$ cat src/rtl/morph_ctrl.sv
// Controller for the 5x5 binary morphology datapath: line-period lock, frame-aligned mode select, output mux.
// Optional frame counter enabled by defining MORPH_CTRL_FRAME_CNT_EN.
module morph_ctrl #(
  parameter int HS_W     = 12,
  parameter int TAPS     = 5,
  parameter int MIN_LINE = 16
) (
  input  logic            clk,
  input  logic            rst,
  input  logic            h_sync_in,
  input  logic [1:0]      cfg_mode,
  input  logic            cfg_valid,
  output logic            cfg_ready,
  input  logic [23:0]     pixel_mediana,
  input  logic [23:0]     pixel_dylatacja,
  input  logic [23:0]     pixel_erozja,
  input  logic            de_f,
  input  logic            h_sync_f,
  input  logic            v_sync_f,
  output logic [23:0]     pixel_out,
  output logic            de_out,
  output logic            h_sync_out,
  output logic            v_sync_out,
  output logic [HS_W-1:0] h_size,
  output logic            locked,
  output logic [1:0]      active_mode,
  output logic [15:0]     frame_cnt
);

  typedef enum logic [1:0] {S_IDLE, S_MEAS1, S_MEAS2, S_LOCKED} state_t;

  localparam logic [HS_W-1:0] CNT_MAX = '1;
  localparam logic [HS_W-1:0] MIN_P   = HS_W'(MIN_LINE);
  localparam logic [HS_W-1:0] TAPS_P  = HS_W'(TAPS);

  state_t          state, state_nxt;
  logic            h_r, h_d, hs_rise;
  logic            vs_d, vs_rise;
  logic [HS_W-1:0] per_cnt, p1, p1_nxt, h_size_nxt;
  logic            locked_nxt, period_ok;
  logic            pending;
  logic [1:0]      pending_mode;

  assign hs_rise   = h_r & ~h_d;
  assign vs_rise   = v_sync_f & ~vs_d;
  assign period_ok = (per_cnt >= MIN_P) && (per_cnt != CNT_MAX);
  assign cfg_ready = ~pending;

  // NOTE: sequential state always uses non-blocking assignments so every register samples pre-edge values.
  always_ff @(posedge clk or posedge rst) begin
    if (rst) begin
      h_r     <= 1'b0;
      h_d     <= 1'b0;
      vs_d    <= 1'b0;
      per_cnt <= '0;
    end else begin
      h_r  <= h_sync_in;
      h_d  <= h_r;
      vs_d <= v_sync_f;
      if (hs_rise)
        per_cnt <= HS_W'(1);
      else if (per_cnt != CNT_MAX)
        per_cnt <= per_cnt + HS_W'(1);
    end
  end

  always_ff @(posedge clk or posedge rst) begin
    if (rst) begin
      state  <= S_IDLE;
      p1     <= '0;
      h_size <= '0;
      locked <= 1'b0;
    end else begin
      state  <= state_nxt;
      p1     <= p1_nxt;
      h_size <= h_size_nxt;
      locked <= locked_nxt;
    end
  end

  // NOTE: every combinational output gets a default first, so no path can infer a latch.
  always_comb begin
    state_nxt  = state;
    p1_nxt     = p1;
    h_size_nxt = h_size;
    locked_nxt = locked;
    if (hs_rise) begin
      case (state)
        S_IDLE: state_nxt = S_MEAS1;
        S_MEAS1: begin
          if (period_ok) begin
            p1_nxt    = per_cnt;
            state_nxt = S_MEAS2;
          end
        end
        S_MEAS2: begin
          if (period_ok && per_cnt == p1) begin
            h_size_nxt = per_cnt - TAPS_P;
            locked_nxt = 1'b1;
            state_nxt  = S_LOCKED;
          end else begin
            p1_nxt = per_cnt;
          end
        end
        S_LOCKED: begin
          if (!period_ok || per_cnt != p1) begin
            locked_nxt = 1'b0;
            p1_nxt     = per_cnt;
            state_nxt  = S_MEAS2;
          end
        end
        default: state_nxt = S_IDLE;
      endcase
    end
  end

  // A request accepted in the same cycle as a v_sync edge sees pending=0 there, so it waits one frame.
  always_ff @(posedge clk or posedge rst) begin
    if (rst) begin
      pending      <= 1'b0;
      pending_mode <= 2'd0;
      active_mode  <= 2'd0;
    end else if (vs_rise && pending) begin
      active_mode <= pending_mode;
      pending     <= 1'b0;
    end else if (cfg_valid && cfg_ready) begin
      pending_mode <= cfg_mode;
      pending      <= 1'b1;
    end
  end

  always_ff @(posedge clk or posedge rst) begin
    if (rst) begin
      pixel_out  <= '0;
      de_out     <= 1'b0;
      h_sync_out <= 1'b0;
      v_sync_out <= 1'b0;
    end else begin
      de_out     <= de_f;
      h_sync_out <= h_sync_f;
      v_sync_out <= v_sync_f;
      if (!locked || !de_f)
        pixel_out <= '0;
      else begin
        case (active_mode)
          2'd0:    pixel_out <= pixel_mediana;
          2'd1:    pixel_out <= pixel_dylatacja;
          2'd2:    pixel_out <= pixel_erozja;
          default: pixel_out <= '0;
        endcase
      end
    end
  end

`ifdef MORPH_CTRL_FRAME_CNT_EN
  always_ff @(posedge clk or posedge rst) begin
    if (rst)
      frame_cnt <= '0;
    else if (vs_rise)
      frame_cnt <= frame_cnt + 16'd1;
  end
`else
  assign frame_cnt = '0;
`endif

endmodule
$ cat config.mk
export PLATFORM = sky130hd
export DESIGN_NAME = morph_ctrl
export DESIGN_NICKNAME = d
export VERILOG_FILES = /design/src/rtl/morph_ctrl.sv
export SDC_FILE = /design/constraint.sdc
export NUM_CORES = 1
export LEC_CHECK = 0
export ABC_AREA = 1
export CORE_ASPECT_RATIO = 0.75
export CORE_MARGIN = 8
export CORE_UTILIZATION = 40
export DETAILED_ROUTE_END_ITERATION = 12
export DONT_BUFFER_PORTS = 1
export GPL_TIMING_DRIVEN = 0
export PLACE_DENSITY_LB_ADDON = 0.12
export SLEW_MARGIN = 20
export SYNTH_ARGS = -nofsm -noshare
export SYNTH_HDL_FRONTEND = slang
export SYNTH_SLANG_ARGS = --single-unit
$ cat constraint.sdc
create_clock -name clk -period 2.2 [get_ports clk]
set_clock_uncertainty 0.2 [all_clocks]
set_input_delay 0.11 -clock clk [delete_from_list [all_inputs] [get_ports clk]]
set_output_delay 0.11 -clock clk [all_outputs]
set_load 0.03 [all_outputs]
# Yosys cells after proc, flatten, opt, wreduce, memory -nomap -nowiden
# Cells that the tools add are included.
[word_totals] ff_bits=73 inputBits=81 output_inout_bits=59 word_cells=72
[classes] n_addsub=2 magnitude_cmp=1 n_eq_ne=12 muxes=17 bitwise=6 n_reduce_logical=20
[op_table] operator="24-bit one-hot mux with 3 select lines" n=1
[op_table] operator="12-bit 2-to-1 mux" n=5
[op_table] operator="12-bit one-hot mux with 3 select lines" n=1
[op_table] operator="24-bit 2-to-1 mux" n=1
[op_table] operator="12-bit by 1-bit adder with 12-bit output, second input constant" n=1
[op_table] operator="12-bit == test" n=1
[op_table] operator="12-bit by 5-bit >= comparator with 1-bit output, second input constant" n=1
[op_table] operator="12-bit inequality test" n=1
[op_table] operator="12-bit inequality test, second input constant" n=1
[op_table] operator="12-bit by 3-bit subtractor with 12-bit output, second input constant" n=1
[op_table] operator="2-bit inequality test, second input constant" n=4
[op_table] operator="2-bit one-hot mux with 4 select lines" n=1
[op_table] operator="4-bit AND reduction" n=2
[op_table] operator="2-bit == test, second input constant" n=3
[op_table] operator="2-bit 2-to-1 mux" n=3
[op_table] operator="2-bit nonzero test" n=3
[op_table] operator="5-bit AND reduction" n=1
[op_table] operator="2-bit by 1-bit == test with 1-bit output, second input constant" n=2
[op_table] operator="1-bit logical AND" n=4
[op_table] operator="2-bit zero test" n=2
[op_table] operator="1-bit 2-to-1 mux" n=4
[op_table] operator="1-bit inverter" n=4
[op_table] operator="1-bit zero test" n=3
[op_table] operator="3-bit AND reduction" n=1
[op_table] operator="other kinds (5)" n=7

# Longest topological paths before layout
[depth] word_depth=6 ltp_mapped=14

# Worst setup path after synthesis
# No wires, ideal clock.
[synth_path] path_kind="reg-to-reg" start="reg per_cnt[0]" end="reg p1[0]" setup_time_ns=0.117 arrival_time_ns=1.608 slack_ns=0.276 path_stages_with_launch=14 path_buffers=1 cell_sequence="dfrtp_1 ha_1 inv_1 nor2_4 nand3_4 nand2_2 inv_2 nand3_4 nand2_2 nand2_4 nand2_4 buf_6 nand2_1 nand2_1"
[synth_via] elab_chain_len=6 word_cells_on_any_way=16 cone_classes="order compare: 1; eq/ne: 6; mux: 4; reduce/logical: 5"
[synth_lines] element="from (decl)" line="39" source="logic [HS_W-1:0] per_cnt, p1, p1_nxt, h_size_nxt;"
[synth_lines] element="from (signal assigned)" line="63" source="per_cnt <= per_cnt + HS_W'(1);"
[synth_lines] element="12-bit by 5-bit >= comparator with 1-bit output or 12-bit inequality test (tied branches)" line="46" source="assign period_ok = (per_cnt >= MIN_P) && (per_cnt != CNT_MAX);"
[synth_lines] element="1-bit logical AND" line="46"
[synth_lines] element="1-bit zero test" line="106" source="if (!period_ok || per_cnt != p1) begin"
[synth_lines] element="1-bit logical OR" line="106"
[synth_lines] element="2-bit inequality test (no source line)"
[synth_lines] element="5-bit AND reduction (no source line)"
[synth_lines] element="to (signal assigned)" line="75" source="p1 <= p1_nxt;"
[synth_lines] element="to (decl)" line="39"
# Several ways; a longest one is shown, not always the timed one. The select of a mux whose other input is x is not followed.
# A chain may end at the register's enable or synchronous reset.

# Worst setup path after layout
[layout_path] start="reg per_cnt[0]" end="reg h_size[0]"
[layout_via] elab_chain_len=4 word_cells_on_any_way=7 cone_classes="add/sub: 1; order compare: 1; eq/ne: 2; reduce/logical: 3"
[layout_lines] element="12-bit by 5-bit >= comparator with 1-bit output or 12-bit inequality test (tied branches)" line="46"
[layout_lines] element="1-bit logical AND" line="46"
[layout_lines] element="1-bit logical AND" line="97" source="if (period_ok && per_cnt == p1) begin"
[layout_lines] element="3-bit AND reduction (no source line)"
[layout_lines] element="to (signal assigned)" line="76" source="h_size <= h_size_nxt;"
[layout_lines] element="to (decl)" line="24" source="output logic [HS_W-1:0] h_size,"
# Several ways; a longest one is shown, not always the timed one.

==> flow_metrics.py <==
metrics = {
    "floorplanning": {
        "die_x_um": 130,
        "die_height_um": 102,
        "die_area_sq_um": 13300,
        "core_area_sq_um": 9620,
        "start_util": 0.409,
        "rows": 31,
        "ioPinCount": 140,
    },
    "power": {
        "p_int_w": 0.00331,
        "switching_share": 0.376,
        "clkPwrFrac": 0.310,
        "pwr-share-comb": 0.347,
        "ir_worst_vdd_uv": 444,
        "power_frac_seq": 0.342,
        "powerDensity_nw_per_um2": 974,
        "p_leak_nw": 2.89,
        "switchingPower_w": 0.00200,
    },
    "routing": {
        "wl_per_cell_um": 15.5,
        "drt_iter0_markers": 137,
        "vias": 3720,
        "firstDrtPassIters": 4,
        "routed_wl_um": 11900,
        "drc": 0,
        "via_per_inst": 4.86,
        "antenna_left": 0,
    },
    "synthesis": {
        "async_flop_share": 1.00,
        "synth_top_area_share": 0.465,
        "syn-cell-area_sq_um": 3930,
        "syn_avg_cell_area_sq_um": 7.72,
        "ys_types": 33,
        "ys.warnings.count": 0,
        "synth_area_leaders": "dfrtp_1 46%, nand2_1 19%, nand3_1 5.7%",
        "yosys.area.top_type": "dfrtp_1",
        "yosysMostFrequentCell": "nand2_1",
        "synth_seq_cells": 73,
        "synth_seq_area_share": 0.465,
        "yosys-top-cells-count": "196 x nand2_1, 73 x dfrtp_1, 51 x inv_1",
        "synth_edf_count": 0,
        "syn_inst": 509,
        "synth_ff_type": "dfrtp_1",
    },
    "final_layout": {
        "nNetsFinal": 712,
        "syn_to_final_growth_pct": 38.8,
        "post-route-util": 0.567,
        "layout-drive-gt1-share": 0.150,
        "nFillCells": 865,
    },
    "global_routing": {
        "antenna_found_initial": 2,
        "grt_pass1_wl_um": 18700,
        "grt_start_max_net_pins": 44,
        "grt_pass1_vias": 3858,
        "grtUsageTotal": 0.182,
        "grt_overflow": 0,
    },
    "timing": {
        "max_freq_mhz": 479,
        "slew_headroom": 0.608,
        "rsz0062_at_grt": "yes",
        "period_needed_ns": 2.09,
        "fin_crit_sh": 0.950,
        "worst_slew_pin_slew_ns": 0.586,
        "finalSetupViolCount": 0,
        "hold_viol_final": 0,
        "fin_hold_ws_ns": 0.0686,
        "slew_violations": 0,
    },
    "setup_path": {
        "critPathKind": "register to register",
        "cp.required_ns": 2.22,
        "r2r_cells": 12,
        "arrival_ns": 2.10,
        "endpoint_kind": "register",
        "r2r_setup_slack_ns": 0.11,
        "crit_fanout": 9,
        "regToRegEndpoint": "h_size[0]",
        "start_kind": "register",
        "r2r_start": "per_cnt[0]",
    },
    "clock_tree": {
        "root_buffer": "clkbuf_16",
        "cts_tree": "built",
        "clk_latency_ns": 0.33,
        "h-tree-depth": 3,
        "cts_made_buffers": 9,
        "clkSinkCount": 73,
        "path_clk_slew_ns": 0.06,
        "clockBufferDepth": 2,
    },
    "place": {
        "gp_congestion": 0.781,
        "portBuffers": 0,
        "hpwl_um": 7810,
    },
    "job": {
        "maxCapViolCount": 0,
    },
    "status": {
        "status": "completed",
    },
    "min_path": {
        "hp-class": "input port to async pin",
    },
}
[power groups by stage]
stage | registers, W | clock network [W] | logic [W]
after detailed placement | 0.00184 | 0 | 0.00164
after global placement | 0.00183 | 0 | 0.00161
final | 0.00182 | 0.00165 | 0.00185
after floorplan | 0.00179 | 0 | 0.00131
after CTS | 0.00182 | 0.00169 | 0.00179
after global routing | 0.00184 | 0.00175 | 0.00209
[worst max-delay path by stage]
stage | cells after the start | endpoint | from | slack [ns]
final | 12 | h_size[0] | per_cnt[0] | 0.11
after global routing | 13 | p1[7] | per_cnt[0] | -0.009
after CTS | 13 | p1[0] | per_cnt[0] | 0.02
after detailed placement | 13 | p1[0] | per_cnt[0] | -0.04
after global placement | 1 | pixel_out[18] | rst | -0.86
after floorplan | 1 | active_mode[0] | rst | 0.04
[repair_timing]
action | 4_1_cts | 5_1_grt
hold endpoints to repair | 106 | 0
buffers inserted | 0 | 9
endpoints found under the setup margin | 11 | 46
pin swaps | 0 | 1
cloned | 0 | 1
hold buffers | 82 | 0
gates resized for setup | 1 | 12
[per-layer routing]
| layer | vias up | routed length [um] | global-route usage |
|---|---|---|---|
| met2 | 182 | 5310 | 0.286 |
| met1 | 1700 | 4810 | 0.211 |
| met3 | 58 | 1040 | 0.0521 |
| met5 | - | 0 | 0 |
| li1 | 1780 | - | - |
| met4 | 0 | 701 | 0.133 |
[cells by family (layout without fill, tap and decap cells)]
kind of cell,count (synthesis),in the layout,synth area share
other,1,18,0.000954
buffers and inverters,95,203,0.118
AND/OR/NAND/NOR,286,286,0.318
AO/OA/AOI/OAI,37,37,0.0563
adder cells (fa/ha/maj),3,3,0.00955
flip-flops,73,73,0.465
XOR/XNOR,12,12,0.0267
multiplexers,2,2,0.00573
[placed cells by master, fill, tap and decap left out, types with 3 or more instances in the layout]
master,synthesis,routed
nand2_1,196,196
dlygate4sd3_1,0,82
dfrtp_1,73,71
inv_1,51,50
nand3_1,45,45
buf_4,21,30
nor2_1,22,20
conb_1,1,16
o21ai_0,15,15
inv_2,11,11
clkbuf_16,0,10
a21oi_1,9,9
xor2_1,8,8
o21ai_2,7,7
nor2_4,4,5
nand2_2,4,4
xnor2_1,4,4
clkbuf_1,6,4
nor3_1,4,4
nand3_4,3,3
clkbuf_2,0,3
a211oi_1,3,3
bufinv_16,0,3
[critical path: stages (launching register included)]
cell and delay (ns):
dfrtp_2 0.45, ha_2 0.21, inv_1 0.09, nor2_4 0.06
nand3_4 0.13, nand2_2 0.09, inv_2 0.08, nand3_4 0.09
inv_2 0.11, nand3_4 0.14, buf_8 0.20, nand2_1 0.06
o21ai_2 0.06
[flip-flops by register name, indices dropped and copies added, names as in the netlist]
| signal | count |
|---|---|
| pixel_out | 24 |
| h_size | 12 |
| p1 | 12 |
| per_cnt | 12 |
| active_mode | 2 |
| pending_mode | 2 |
| state | 2 |
| de_out | 1 |
| h_d | 1 |
| h_r | 1 |
| h_sync_out | 1 |
| locked | 1 |
| pending | 1 |
| v_sync_out | 1 |
[layout make-up]
cell class              instances  area [sq um]  area share
plain buffers                  33           238      0.0436
clock buffers                  10           229      0.0420
multi-input cells             356          1710       0.313
diodes                          2          5.00    0.000917
repair buffers                 93           941       0.172
flip-flops and latches         73          1830       0.335
well taps                     132           165      0.0303
clock inverters                 5           104      0.0190
inverters                      62           235      0.0431
[metrics by stage]
step	cell area, sq um	power (W)	setup TNS, ns	worst slack (ns)	instances
global route	5460	0.00568	-0.0203	-0.00851	766
finish	5460	0.00531	0	0.111	766
floorplan	3990	0.00311	0	0.0367	524
global placement	4150	0.00344	-62.31	-0.859	656
CTS	5340	0.00530	0	0.0244	754
detailed placement	4180	0.00348	-0.281	-0.0445	657
(Power assumes the default switching activity.)
